### src/rtl/calc_pkg.sv
// Shared types and constants for the 4-bit calculator control path.
// The divider-timeout option is selected with CALC_OP_SEQUENCER_TIMEOUT_EN.
package calc_pkg;

    typedef enum logic [1:0] {
        IDLE     = 2'd0,
        EXEC     = 2'd1,
        DIV_WAIT = 2'd2
    } state_t;

    localparam logic [3:0] OP_ADD   = 4'b0001;
    localparam logic [3:0] OP_SUB   = 4'b0010;
    localparam logic [3:0] OP_MUL   = 4'b0100;
    localparam logic [3:0] OP_DIV   = 4'b1000;
    localparam logic [7:0] ERR_CODE = 8'hFF;

endpackage

### src/rtl/calc_op_sequencer_bt_edge_det.sv
// Registered rising-edge detector on the four operation buttons, followed by
// a lowest-index-wins one-hot priority encoder.
module bt_edge_det (
    input  logic       clk,
    input  logic       rst,
    input  logic [3:0] bt,
    output logic [3:0] grant,
    output logic       any_press
);

    logic [3:0] bt_q_reg;
    logic [3:0] press;

    always_ff @(posedge clk or negedge rst) begin
        if (!rst) begin
            bt_q_reg <= 4'b0000;
        end else begin
            bt_q_reg <= bt;
        end
    end

    assign press = bt & ~bt_q_reg;

    // Isolate the lowest set bit: x & -x.
    assign grant     = press & (~press + 4'd1);
    assign any_press = |press;

endmodule

### src/rtl/calc_op_sequencer.sv
// Control FSM for the calculator datapath: latches operands on a button press,
// steers the result mux, sequences the divider and holds the result on ld.
// Optional divider timeout: define CALC_OP_SEQUENCER_TIMEOUT_EN.
module calc_op_sequencer
    import calc_pkg::*;
#(
    parameter int BITS        = 8,
    parameter int DIV_TIMEOUT = 255,
    parameter int TW          = 8
) (
    input  logic              clk,
    input  logic              rst,
    input  logic [BITS-1:0]   sw,
    input  logic [3:0]        bt,
    output logic [BITS/2-1:0] op_a,
    output logic [BITS/2-1:0] op_b,
    output logic [3:0]        op_sel,
    output logic              div_start,
    input  logic              div_done,
    input  logic [BITS-1:0]   res_in,
    input  logic              sub_err,
    input  logic              div_err,
    output logic [BITS-1:0]   ld,
    output logic              busy,
    output logic              done,
    output logic              timeout
);

    localparam int HB = BITS / 2;

    state_t            state_reg, state_next;
    logic [HB-1:0]     op_a_reg, op_a_next;
    logic [HB-1:0]     op_b_reg, op_b_next;
    logic [3:0]        op_sel_reg, op_sel_next;
    logic [BITS-1:0]   ld_reg, ld_next;
    logic              done_reg, done_next;
    logic [3:0]        grant;
    logic              any_press;
`ifdef CALC_OP_SEQUENCER_TIMEOUT_EN
    logic [TW-1:0]     cnt_reg, cnt_next;
    logic              timeout_reg, timeout_next;
`endif

    bt_edge_det u_bt_edge_det (
        .clk       (clk),
        .rst       (rst),
        .bt        (bt),
        .grant     (grant),
        .any_press (any_press)
    );

    always_ff @(posedge clk or negedge rst) begin
        if (!rst) begin
            state_reg   <= IDLE;
            op_a_reg    <= '0;
            op_b_reg    <= '0;
            op_sel_reg  <= OP_ADD;
            ld_reg      <= '0;
            done_reg    <= 1'b0;
`ifdef CALC_OP_SEQUENCER_TIMEOUT_EN
            cnt_reg     <= '0;
            timeout_reg <= 1'b0;
`endif
        end else begin
            state_reg   <= state_next;
            op_a_reg    <= op_a_next;
            op_b_reg    <= op_b_next;
            op_sel_reg  <= op_sel_next;
            ld_reg      <= ld_next;
            done_reg    <= done_next;
`ifdef CALC_OP_SEQUENCER_TIMEOUT_EN
            cnt_reg     <= cnt_next;
            timeout_reg <= timeout_next;
`endif
        end
    end

    always_comb begin
        state_next   = state_reg;
        op_a_next    = op_a_reg;
        op_b_next    = op_b_reg;
        op_sel_next  = op_sel_reg;
        ld_next      = ld_reg;
        done_next    = 1'b0;
        div_start    = 1'b0;
`ifdef CALC_OP_SEQUENCER_TIMEOUT_EN
        cnt_next     = cnt_reg;
        timeout_next = timeout_reg;
`endif
        case (state_reg)
            IDLE: begin
                if (any_press) begin
                    op_a_next   = sw[BITS-1:HB];
                    op_b_next   = sw[HB-1:0];
                    op_sel_next = grant;
`ifdef CALC_OP_SEQUENCER_TIMEOUT_EN
                    timeout_next = 1'b0;
`endif
                    state_next  = EXEC;
                end
            end
            EXEC: begin
                if (op_sel_reg == OP_DIV) begin
                    div_start  = 1'b1;
`ifdef CALC_OP_SEQUENCER_TIMEOUT_EN
                    cnt_next   = '0;
`endif
                    state_next = DIV_WAIT;
                end else begin
                    // Add/sub/mul settle combinationally on the latched operands.
                    ld_next    = (op_sel_reg[1] && sub_err) ? BITS'(ERR_CODE) : res_in;
                    done_next  = 1'b1;
                    state_next = IDLE;
                end
            end
            DIV_WAIT: begin
                if (div_done) begin
                    ld_next    = div_err ? BITS'(ERR_CODE) : res_in;
                    done_next  = 1'b1;
                    state_next = IDLE;
                end
`ifdef CALC_OP_SEQUENCER_TIMEOUT_EN
                // cnt_reg counts completed wait cycles, so this is wait cycle DIV_TIMEOUT.
                else if (cnt_reg == TW'(DIV_TIMEOUT - 1)) begin
                    ld_next      = BITS'(ERR_CODE);
                    timeout_next = 1'b1;
                    done_next    = 1'b1;
                    state_next   = IDLE;
                end else begin
                    cnt_next = cnt_reg + TW'(1);
                end
`endif
            end
            default: begin
                state_next = IDLE;
            end
        endcase
    end

    assign op_a   = op_a_reg;
    assign op_b   = op_b_reg;
    assign op_sel = op_sel_reg;
    assign ld     = ld_reg;
    assign done   = done_reg;
    assign busy   = (state_reg == EXEC) || (state_reg == DIV_WAIT);
`ifdef CALC_OP_SEQUENCER_TIMEOUT_EN
    assign timeout = timeout_reg;
`else
    assign timeout = 1'b0;
`endif

endmodule

### config.mk
export PLATFORM = sky130hd
export DESIGN_NAME = calc_op_sequencer
export DESIGN_NICKNAME = d
export VERILOG_FILES = /design/src/rtl/calc_pkg.sv /design/src/rtl/calc_op_sequencer_bt_edge_det.sv /design/src/rtl/calc_op_sequencer.sv
export SDC_FILE = /design/constraint.sdc
export NUM_CORES = 1
export LEC_CHECK = 0
export ABC_AREA = 0
export BUFFER_PORTS_ARGS = -buffer_cell sky130_fd_sc_hd__buf_2
export CAP_MARGIN = 20
export CELL_PAD_IN_SITES_DETAIL_PLACEMENT = 0
export CELL_PAD_IN_SITES_GLOBAL_PLACEMENT = 1
export CORE_ASPECT_RATIO = 1.75
export CORE_MARGIN = 5
export CORE_UTILIZATION = 37
export CTS_CLUSTER_DIAMETER = 150
export CTS_CLUSTER_SIZE = 40
export DETAILED_ROUTE_END_ITERATION = 16
export GPL_TIMING_DRIVEN = 0
export PLACE_DENSITY_LB_ADDON = 0.1
export SYNTH_ARGS = -nofsm -noshare
export SYNTH_HDL_FRONTEND = slang
export SYNTH_SLANG_ARGS = --single-unit
### constraint.sdc
create_clock -name clk -period 4.5 [get_ports clk]
set_clock_uncertainty 0.05 [all_clocks]
set_input_delay 0 -clock clk [delete_from_list [all_inputs] [get_ports clk]]
set_output_delay 0 -clock clk [all_outputs]
set_load 0.02 [all_outputs]
Word level (Yosys, flattened, before mapping)
Index checks and enable logic that the tools add are counted.
Widths: inputs -> output; s select.
{ "word_totals": {"register_bits": 27, "inputBits": 25, "out_inout_bits": 24, "word_cells": 40} }
{ "op_classes": {"reduce_logical": 8, "muxes": 14, "eq_ne": 6, "n_addsub": 1, "n_bitwise": 4} }
{ "op_table": {"columns": ["op", "n"], "rows": [
  ["$mux 8", 4],
  ["$pmux 8 s2", 1],
  ["$and 4x4->4", 2],
  ["$not 4->4", 2],
  ["$mux 2", 3],
  ["$ne 2x2->1 const B", 3],
  ["$pmux 2 s3", 1],
  ["$add 4x1->4 const B", 1],
  ["$eq 4x4->1 const B", 1],
  ["$mux 1", 4],
  ["$reduce_and 2->1", 2],
  ["$reduce_or 4->1", 1],
  ["$reduce_and 3->1", 1],
  ["$eq 2x1->1 const B", 1],
  ["$eq 2x2->1 const B", 1],
  ["$logic_not 2->1", 1],
  ["$pmux 1 s2", 1],
  ["$reduce_bool 2->1", 1],
  ["$logic_and 1x1->1", 1],
  ["$logic_or 1x1->1", 1]
]} }

Logic depth before layout (Yosys ltp)
Gate-level depths: netlist of the first run.
{ "depth": {"ltp_word": 5, "ltp_mapped": 7, "ltp_nobuf": 6} }

Modules after synthesis
A second synthesis of the first run with hierarchy kept.
{ "hier_totals": {"hier_cells": 89, "area_unflattened_um2": 1238.7} }
{ "by_module_without_submodules": {"columns": ["module", "seq_area_each_um2", "cells_per_inst", "area_per_inst_um2", "instances"], "rows": [
  ["calc_op_sequencer", 576.8, 75, 1051.0, 1],
  ["bt_edge_det", 100.1, 14, 187.7, 1]
]} }

Worst setup path after synthesis of the first run
OpenSTA, ideal clock, no wires.
{ "synth_timing": {"kind": "register -> register", "startpoint": "reg state_reg[0]", "endpoint": "reg ld_reg[5] (netlist: ld[5])", "setup_ns": 0.077, "path_buffers": 1, "setup_slack_ns": 2.786, "path_stages_with_launch": 8, "arrival_ns": 1.587, "t_required_ns": 4.373, "period_less_slack_ns": 1.714, "path_cell_list": "dfrtp_1 -> inv_1 -> ha_1 -> nand2b_1 -> a22oi_1 -> clkbuf_1 -> nor2_1 -> a21oi_1"} }
{ "synth_via": {"elab_chain_len": 3, "word_cells_on_any_way": 7, "classes_between": "eq/ne: 4; mux: 1; reduce/logical: 2"} }
{ "synth_rtl": {"columns": ["element", "line_no", "text"], "rows": [
  ["start, declared", "calc_op_sequencer.sv:31", "state_t state_reg, state_next;"],
  ["start signal, assigned", "calc_op_sequencer.sv:65", "state_reg <= state_next;"],
  ["$eq 2x1->1 or $eq 2x2->1 (tied branches)", "calc_op_sequencer.sv:90", "case (state_reg)"],
  ["$ne 2x2->1 (no line) or $reduce_bool 2->1 (tied branches)", null, null],
  ["$reduce_and 3->1 (no line)", null, null],
  ["end signal, assigned", "calc_op_sequencer.sv:69", "ld_reg <= ld_next;"],
  ["end, declared", "calc_op_sequencer.sv:35", "logic [BITS-1:0] ld_reg, ld_next;"]
]} }
Several ways; a longest one is shown, not always the timed one.
A chain may end at the register's enable or synchronous reset.

Worst setup path in the final report of the first run
{ "layout_timing": {"startpoint": "reg state_reg[0]", "endpoint": "reg ld_reg[6] (netlist: ld[6])"} }
Same word-level chain as after synthesis.

==> flow_metrics.env, run 1 <==
export IMPL_cp_slowest_cell="a22oi_1"
export IMPL_synth_area_per_cell_um2=11.7
export IMPL_crit_fanout=10
export IMPL_start_util=0.377
export IMPL_setup_violations=0
export IMPL_post_cts_resized=0
export IMPL_fp_dieW_um=52.3
export IMPL_vias=982
export IMPL_cts_root_buf="clkbuf_8"
export IMPL_overflow=0
export IMPL_grt_max_degree=28
export IMPL_layout_common_cells="buf_2, dfrtp_1, dlygate4sd3_1"
export IMPL_path_clk_slew_ps=90
export IMPL_p_total_uw=1080
export IMPL_portBuffers=47
export IMPL_routabilityCongestion=0.639
export IMPL_leakagePower_uw=0.000818
export IMPL_maxCapViolCount=0
export IMPL_synth_top_family_by_area="simple AND/OR/NAND/NOR gates"
export IMPL_grt_usage=0.130
export IMPL_ys_flop_type="dfrtp_1"
export IMPL_place_hpwl_um=1980
export IMPL_muxShareOfSynthArea=0.0971
export IMPL_cts_tree="built"
export IMPL_largest_register_ffs=8
export IMPL_crit_buf_inv=2
export IMPL_grt_pass1_wl_um=4320
export IMPL_synth_cells=99
export IMPL_crit_path_start="state_reg[0]$_DFFE_PN0P_"
export IMPL_synthAdderAreaFrac=0.0431
export IMPL_remaining_drc_errors=0
export IMPL_crit_chain="inv_1, ha_1, nand2b_1, a22oi_1, clkbuf_1, nor2_1, a21oi_1"
export IMPL_r2r_cells=7
export IMPL_die_area_um2=4400
export IMPL_multi_input_area_um2=457
export IMPL_clkSinkCount=27
export IMPL_post_route_min_period_ps=2010
export IMPL_critPathCaptureType="flop"
export IMPL_power_density_nw_per_um2=629
export IMPL_synth_edff_count=0
export IMPL_antenna_cells=0
export IMPL_antenna_found_initial=0
export IMPL_vias_per_cell=4.57
export IMPL_cpPeakStageDelay_ps=430
export IMPL_clk_latency_ps=270
export IMPL_register_area_um2=677
export IMPL_cts_buffer_depth=2
export IMPL_ant_nets=0
export IMPL_setup_tns_ps=0
export IMPL_r2r_start="state_reg[0]$_DFFE_PN0P_"
export IMPL_critPathKind="flop to flop"
export IMPL_max_freq_mhz=497
export IMPL_layout_drive_gt1_share=0.372
export IMPL_wire_per_inst_um=12.2
export IMPL_numCtsBuffers=3
export IMPL_grt_pass1_vias=1042
export IMPL_finalCritPeriodShare=0.447
export IMPL_rsz0062_at_grt="false"
export IMPL_r2r_slack_ps=2490
export IMPL_syn_nets=128
export IMPL_endpoint="ld[6]$_DFFE_PN0P_"
export IMPL_final_common_cell="buf_2"
export IMPL_crit_arrival_ps=2160
export IMPL_synth_simple_area_share=0.132
export IMPL_synth_cell_types=27
export IMPL_drv_slew=0
export IMPL_ys_warn_count=0
export IMPL_peakVddDrop_uv=325
export IMPL_worstReg2RegEnd="ld[6]$_DFFE_PN0P_"
export IMPL_syn_cell_area_um2=1160
export IMPL_fillCellCount=283
export IMPL_relSlewSlack=0.541
export IMPL_synth_compound_area_frac=0.119
export IMPL_timing_final_ws_setup_ps=2490
export IMPL_hold_path_class="input port to asynchronous set/reset pin"
export IMPL_htreeDepth=1
export IMPL_first_pass_iters=4
export IMPL_ys_seq_elements=27
export IMPL_ys_seq_area_frac=0.584
export IMPL_io_pins=49
export IMPL_pre_cts_ws_ps=2460
export IMPL_crit_path_start_kind="flop"
export IMPL_wirelength_um=2620
export IMPL_status="completed"
export IMPL_cp_required_ps=4650
export IMPL_die_y_um=84.1
export IMPL_drtIter0Drc=6
export IMPL_worst_slew_pin_slew_ps=687
export IMPL_std_cell_rows=27
export IMPL_cp_depth=7
export IMPL_cpLargestDelayFamily="compound AO/OA/AOI/OAI gates"
export IMPL_finalHoldViolCount=0
export IMPL_synth_xor_area_share=0
export IMPL_area_delta_synth_final_pct=47.9
export IMPL_nets=202
export IMPL_synthArstFlopShare=1.00
export IMPL_core_area_um2=3070
-- logic make-up after synthesis --
group / after synthesis
adder cells (fa/ha/maj): 4
buffers and inverters: 6
AO/OA/AOI/OAI: 19
other: 1
multiplexers: 10
AND/OR/NAND/NOR: 32
flip-flops: 27
-- repair_timing --
action / in CTS / in global routing
hold endpoints to repair: 47 / 0
setup buffers: 0 / 0
hold buffers: 22 / 0
-- power by group --
group / total, µW / switching [µW] / internal (µW)
Clock: 135 / 73.2 / 62.1
Combinational: 541 / 324 / 217
Sequential: 403 / 54.8 / 348
Total: 1080 / 452 / 627
-- worst reg2reg max path: cells and delay by family, from the launching register on --
family / cells / cell delay [ps]
adder cells (fa/ha/maj): 1 / 260
buffers and inverters: 2 / 460
AO/OA/AOI/OAI: 2 / 550
AND/OR/NAND/NOR: 2 / 240
flip-flops: 1 / 380
-- synth_stat cells, types with 2 or more instances --
master	instances	area (µm²)
a21oi_1	10	50.1
clkbuf_1	2	7.51
dfrtp_1	26	651
ha_1	4	50.1
inv_1	3	11.3
mux2_2	9	101
nand2_1	5	18.8
nand2b_1	2	12.5
nor2_1	18	67.6
nor2b_1	3	18.8
-- through the flow --
stage | hold slack [ps] | std cells | util | instance area (µm²)
floorplan | -346 | 99 | - | 1160
global placement | -16.1 | 189 | 0.471 | 1450
detailed placement | -8.29 | 189 | 0.471 | 1450
CTS | 213 | 215 | 0.558 | 1720
global route | 270 | 215 | 0.558 | 1720
finish | 207 | 215 | 0.558 | 1720
-- worst min path at each step --
stage               startpoint               endpoint  slack [ps]
global placement           rst      ld[5]$_DFFE_PN0P_         -20
global route           sub_err      ld[2]$_DFFE_PN0P_         270
finish                     rst  op_sel[1]$_DFFE_PN0P_         210
floorplan                  rst         done$_DFF_PN0_        -350
detailed placement         rst      ld[5]$_DFFE_PN0P_          -8
CTS                    sub_err      ld[2]$_DFFE_PN0P_         210
-- layout make-up --
cell class | count | share of cell area
Buffer | 3 | 0.00875
Clock buffer | 3 | 0.0241
Clock inverter | 1 | 0.00292
Inverter | 3 | 0.00656
Multi-Input combinational cell | 66 | 0.266
Sequential cell | 27 | 0.395
Tap cell | 43 | 0.0314
Timing Repair Buffer | 69 | 0.265
-- layer usage --
layer / up-vias / GRT usage / routed length (µm)
li1: 482 / - / -
met2: 39 / 0.236 / 1390
met5: - / 0 / 0
met1: 456 / 0.131 / 987
met3: 5 / 0.0268 / 172
met4: 0 / 0.0628 / 64
No activity file was read; power rests on OpenSTA's default activity.
==> run 2, diff against run 1 <==
Settings changed: ABC_AREA 0 to 1, CORE_UTILIZATION 37 to 35.
Clock period 4.5 ns to 2 ns, I/O delays scaled along.
==> flow_metrics.env, run 2 <==
export IMPL_post_cts_resized=0
export IMPL_antenna_cells=0
export IMPL_p_int_uw=1430
export IMPL_finalCritPeriodShare=0.761
export IMPL_layout_drive_gt1_share=0.371
export IMPL_p_total_uw=2600
export IMPL_combPwrFrac=0.533
export IMPL_critPathKind="flop to flop"
export IMPL_grt_pass1_vias=1244
export IMPL_synth_area_top_cells="dfrtp_1, nand2_1, o21ai_2, o21ai_1, ha_1"
export IMPL_status="completed"
export IMPL_start_util=0.358
export IMPL_nets=240
export IMPL_finalHoldViolCount=0
export IMPL_vias_per_cell=4.44
export IMPL_p_sw_uw=1170
export IMPL_htreeDepth=1
export IMPL_final_common_cell="buf_2"
export IMPL_ant_nets=0
export IMPL_antenna_found_initial=0
export IMPL_first_pass_iters=4
export IMPL_setup_tns_ps=0
export IMPL_cts_tree="built"
export IMPL_crit_path_start_kind="flop"
export IMPL_synth_edff_count=0
export IMPL_grt_max_degree=28
export IMPL_synth_top_cell_area_share=0.505
export IMPL_pwr_share_seq=0.345
export IMPL_power_density_nw_per_um2=1410
export IMPL_io_pins=49
export IMPL_std_cell_rows=29
export IMPL_yosys_area_top_type="dfrtp_1"
export IMPL_die_y_um=90.2
export IMPL_synth_area_per_cell_um2=9.40
export IMPL_worst_slew_pin_slew_ps=614
export IMPL_ys_warn_count=0
export IMPL_post_route_min_period_ps=1520
export IMPL_syn_nets=166
export IMPL_synth_cells=137
export IMPL_leakagePower_uw=0.000980
export IMPL_remaining_drc_errors=0
export IMPL_clkSinkCount=27
export IMPL_fillCellCount=353
export IMPL_setup_violations=0
export IMPL_portBuffers=47
export IMPL_yosysMostFrequentCell="nand2_1"
export IMPL_grt_pass1_wl_um=5550
export IMPL_place_hpwl_um=2330
export IMPL_pwr_share_clk=0.122
export IMPL_drv_slew=0
export IMPL_holdBufCountCts=22
export IMPL_grt_usage=0.135
export IMPL_ys_flop_type="dfrtp_1"
export IMPL_switching_share=0.449
export IMPL_timing_final_ws_setup_ps=479
export IMPL_netlist_top_cells_count="nand2_1, dfrtp_1, o21ai_1, inv_1, nor2_1"
export IMPL_largest_register_ffs=8
export IMPL_overflow=0
export IMPL_instances_no_fill=256
export IMPL_place_area_um2=1580
export IMPL_pre_cts_ws_ps=444
export IMPL_dp_cells=230
export IMPL_layout_common_cells="buf_2, nand2_1, dfrtp_1"
export IMPL_routabilityCongestion=0.738
export IMPL_maxCapViolCount=0
export IMPL_postLayoutCellArea_um2=1850
export IMPL_clk_latency_ps=280
export IMPL_cp_required_ps=2120
export IMPL_fp_dieW_um=55.8
export IMPL_cts_buffer_depth=2
export IMPL_cts_root_buf="clkbuf_8"
export IMPL_synthArstFlopShare=1.00
export IMPL_syn_cell_area_um2=1290
export IMPL_wire_per_inst_um=12.3
export IMPL_die_area_um2=5040
export IMPL_max_freq_mhz=657
export IMPL_path_clk_slew_ps=90
export IMPL_relSlewSlack=0.591
export IMPL_wirelength_um=3150
export IMPL_crit_arrival_ps=1640
export IMPL_cts_setup_buffers=0
export IMPL_vias=1136
export IMPL_synth_cell_types=24
export IMPL_crit_fanout=8
export IMPL_area_delta_synth_final_pct=43.3
export IMPL_drtIter0Drc=29
export IMPL_core_area_um2=3590
export IMPL_numCtsBuffers=3
export IMPL_ys_seq_elements=27
export IMPL_critPathCaptureType="flop"
export IMPL_peakVddDrop_uv=751
export IMPL_rsz0062_at_grt="false"
export IMPL_hold_path_class="input port to asynchronous set/reset pin"
export IMPL_ys_seq_area_frac=0.526
run 2: changes by cell type after synthesis, moves of 3 or more:
cell | before | now
nor2b_1 | 3 | 0
o21ai_1 | 1 | 11
nor2_1 | 18 | 10
a21oi_1 | 10 | 0
nand2_2 | 0 | 6
nor2_2 | 0 | 3
mux2_2 | 9 | 0
o21ai_2 | 0 | 8
inv_1 | 3 | 10
nand2_1 | 5 | 37
nand3_1 | 0 | 6
run 2: worst paths after layout:
kind,from,slack [ps],cells past startpoint,end
max in group asynchronous,rst,1290,2,state_reg[0]$_DFFE_PN0P_
worst min-delay path,rst,210,2,ld[6]$_DFFE_PN0P_
worst min register to register,op_a[1]$_DFFE_PN0P_,430,2,op_a[1]$_DFFE_PN0P_
worst max register to register,state_reg[0]$_DFFE_PN0P_,480,7,ld[1]$_DFFE_PN0P_
min in group clk,div_err,260,5,ld[5]$_DFFE_PN0P_
worst max-delay path,state_reg[0]$_DFFE_PN0P_,480,7,ld[1]$_DFFE_PN0P_
run 2: logic make-up after synthesis:
family	count (synthesis)	share of synthesized area
other	1	0.00291
buffers and inverters	16	0.0690
and+or+nand+nor	68	0.257
adders and majority gates	4	0.0389
DFF	27	0.526
AOI/OAI and AO/OA	21	0.107
run 2: power by group through the flow:
stage	Combinational, µW	Clock [µW]	Sequential (µW)
floorplan	708	0	1170
CTS	1420	334	902
global route	1530	349	936
detailed placement	1380	0	912
finish	1390	317	897
global placement	1360	0	905
run 2: cell type report:
class	count	area, µm²	share of cell area
well taps	46	57.6	0.0312
inverters	12	45.0	0.0244
plain buffers	4	43.8	0.0237
clock buffers	4	45.0	0.0244
multi-input cells	94	522	0.283
flip-flops and latches	27	677	0.367
repair buffers	69	455	0.247
run 2: critical path: stages, from the launching register on:
cell and delay (ps):
dfrtp_1 400, inv_1 110, ha_1 220, inv_1 80, nand3_1 70, nand2_1 190, nor2_1 200, o21ai_2 70
run 2: per-layer routing:
layer,global-route usage,vias up,wire length [µm]
li1,-,581,-
met1,0.147,516,1220
met2,0.246,34,1680
met3,0.0315,5,187
met4,0.0574,0,57
met5,0,-,0
run 2: through the flow:
step,utilization,hold slack (ps)
floorplan,-,-346
global placement,0.440,-4.22
detailed placement,0.440,8.39
CTS,0.514,234
global route,0.514,264
finish,0.514,207
==> run 3, diff against run 2 <==
Clock period 2 ns to 1.54 ns, I/O delays scaled along.
==> flow_metrics.env, run 3 (same netlist as run 2, synthesis figures left out) <==
export IMPL_largest_register_ffs=8
export IMPL_antenna_cells=0
export IMPL_maxCapViolCount=0
export IMPL_htreeDepth=1
export IMPL_crit_buf_inv=3
export IMPL_post_route_min_period_ps=1450
export IMPL_max_freq_mhz=690
export IMPL_routabilityCongestion=0.738
export IMPL_fillCellCount=352
export IMPL_wirelength_um=3180
export IMPL_vias=1142
export IMPL_status="completed"
export IMPL_hold_worst_slack_ps=173
export IMPL_area_delta_synth_final_pct=45.8
export IMPL_ant_nets=0
export IMPL_start_util=0.358
export IMPL_hold_path_class="input port to flop"
export IMPL_fp_dieW_um=55.8
export IMPL_antenna_found_initial=0
export IMPL_cts_buffer_depth=2
export IMPL_remaining_drc_errors=0
export IMPL_finalHoldViolCount=0
export IMPL_crit_fanout=3
export IMPL_grt_usage=0.135
export IMPL_drt_met1_wl_um=1210
export IMPL_cts_tree="built"
export IMPL_wl_met2_um=1720
export IMPL_vias_per_cell=4.44
export IMPL_core_area_um2=3590
export IMPL_clk_latency_ps=280
export IMPL_layout_common_cells="buf_2, nand2_1, dfrtp_1"
export IMPL_clkSinkCount=27
export IMPL_rsz0062_at_grt="false"
export IMPL_die_y_um=90.2
export IMPL_finalCritPeriodShare=0.941
export IMPL_drtIter0Drc=32
export IMPL_grt_pass1_wl_um=5550
export IMPL_io_pins=49
export IMPL_wire_per_inst_um=12.4
export IMPL_leakagePower_uw=0.000976
export IMPL_crit_path_frequent_cell="inv_2"
export IMPL_setup_violations=0
export IMPL_nets=241
export IMPL_drv_slew=0
export IMPL_top_layer="met4"
export IMPL_cpPeakStageDelay_ps=450
export IMPL_overflow=0
export IMPL_cpLargestDelayFamily="flip-flops"
export IMPL_final_common_cell="buf_2"
export IMPL_path_clk_slew_ps=90
export IMPL_die_area_um2=5040
export IMPL_peakVddDrop_uv=980
export IMPL_p_total_uw=3410
export IMPL_critPathCaptureType="output port"
export IMPL_cp_slowest_cell="dfrtp_2"
export IMPL_crit_chain="inv_2, ha_2, nand4_2, inv_2, buf_4"
export IMPL_wl_met3_um=187
export IMPL_critPathKind="flop to output port"
export IMPL_cp_required_ps=1490
export IMPL_relSlewSlack=0.591
export IMPL_first_pass_iters=4
export IMPL_cts_root_buf="clkbuf_8"
export IMPL_layout_drive_gt1_share=0.412
export IMPL_power_density_nw_per_um2=1820
export IMPL_crit_arrival_ps=1400
export IMPL_place_hpwl_um=2330
export IMPL_numCtsBuffers=3
export IMPL_crit_path_start_kind="flop"
export IMPL_std_cell_rows=29
export IMPL_grt_max_degree=28
export IMPL_grt_pass1_vias=1244
export IMPL_worst_slew_pin_slew_ps=613
export IMPL_portBuffers=47
-- run 3: metrics by stage --
step / util / setup TNS, ps / std cells / instance area [µm²] / setup WS (ps)
finish: 0.522 / 0 / 257 / 1880 / 90.3
global route: 0.522 / 0 / 257 / 1880 / 7.49
CTS: 0.515 / 0 / 256 / 1850 / 2.78
detailed placement: 0.440 / -21.4 / 230 / 1580 / -15.7
global placement: 0.440 / 0 / 230 / 1580 / 67.3
floorplan: - / 0 / 137 / 1290 / 167
-- run 3: area by class of cell --
cell class,instances,area [µm²],area share
clock buffer,4,45.0,0.0240
tap,46,57.6,0.0307
inverter,12,45.0,0.0240
timing repair buffer,70,465,0.248
sequential,27,678,0.361
multi-input combinational,94,542,0.289
buffer,4,43.8,0.0233
-- run 3: final timing paths --
check / cells past startpoint / slack [ps] / startpoint / endpoint
worst max-delay path: 5 / 90 / state_reg[1]$_DFFE_PN0P_ / div_start
worst min-delay path: 5 / 170 / div_err / ld[5]$_DFFE_PN0P_
worst max register to register: 8 / 100 / state_reg[1]$_DFFE_PN0P_ / ld[6]$_DFFE_PN0P_
worst min register to register: 2 / 430 / op_a[1]$_DFFE_PN0P_ / op_a[1]$_DFFE_PN0P_
max in group asynchronous: 2 / 790 / rst / state_reg[1]$_DFFE_PN0P_
min in group asynchronous: 2 / 200 / rst / ld[6]$_DFFE_PN0P_
-- run 3: routing by layer --
metal | up-vias | track usage
met2 | 34 | 0.246
met3 | 5 | 0.0315
met5 | - | 0
met4 | 0 | 0.0574
li1 | 583 | -
met1 | 520 | 0.147
-- run 3: timing repair --
item                                   in CTS  in global routing
pin swaps                                   0                  1
hold buffers                               22                  0
setup buffers                               0                  1
gates cloned                                0                  0
endpoints found under the hold margin      50                  0
resized for setup                           2                  8
setup endpoints to repair                   9                  9
-- run 3: worst register-to-register path: stages, from the launching register on --
cell and delay (ps):
dfrtp_2 450, inv_2 80, ha_2 200, nor2_1 50, nor2_2 140, nand2_4 110, buf_12 160, nand2_2 50
o21ai_2 50
-- run 3: power by group --
group	total (µW)	switching (µW)	internal, µW
Clock	412	226	186
Combinational	1830	1150	685
Sequential	1170	161	1010
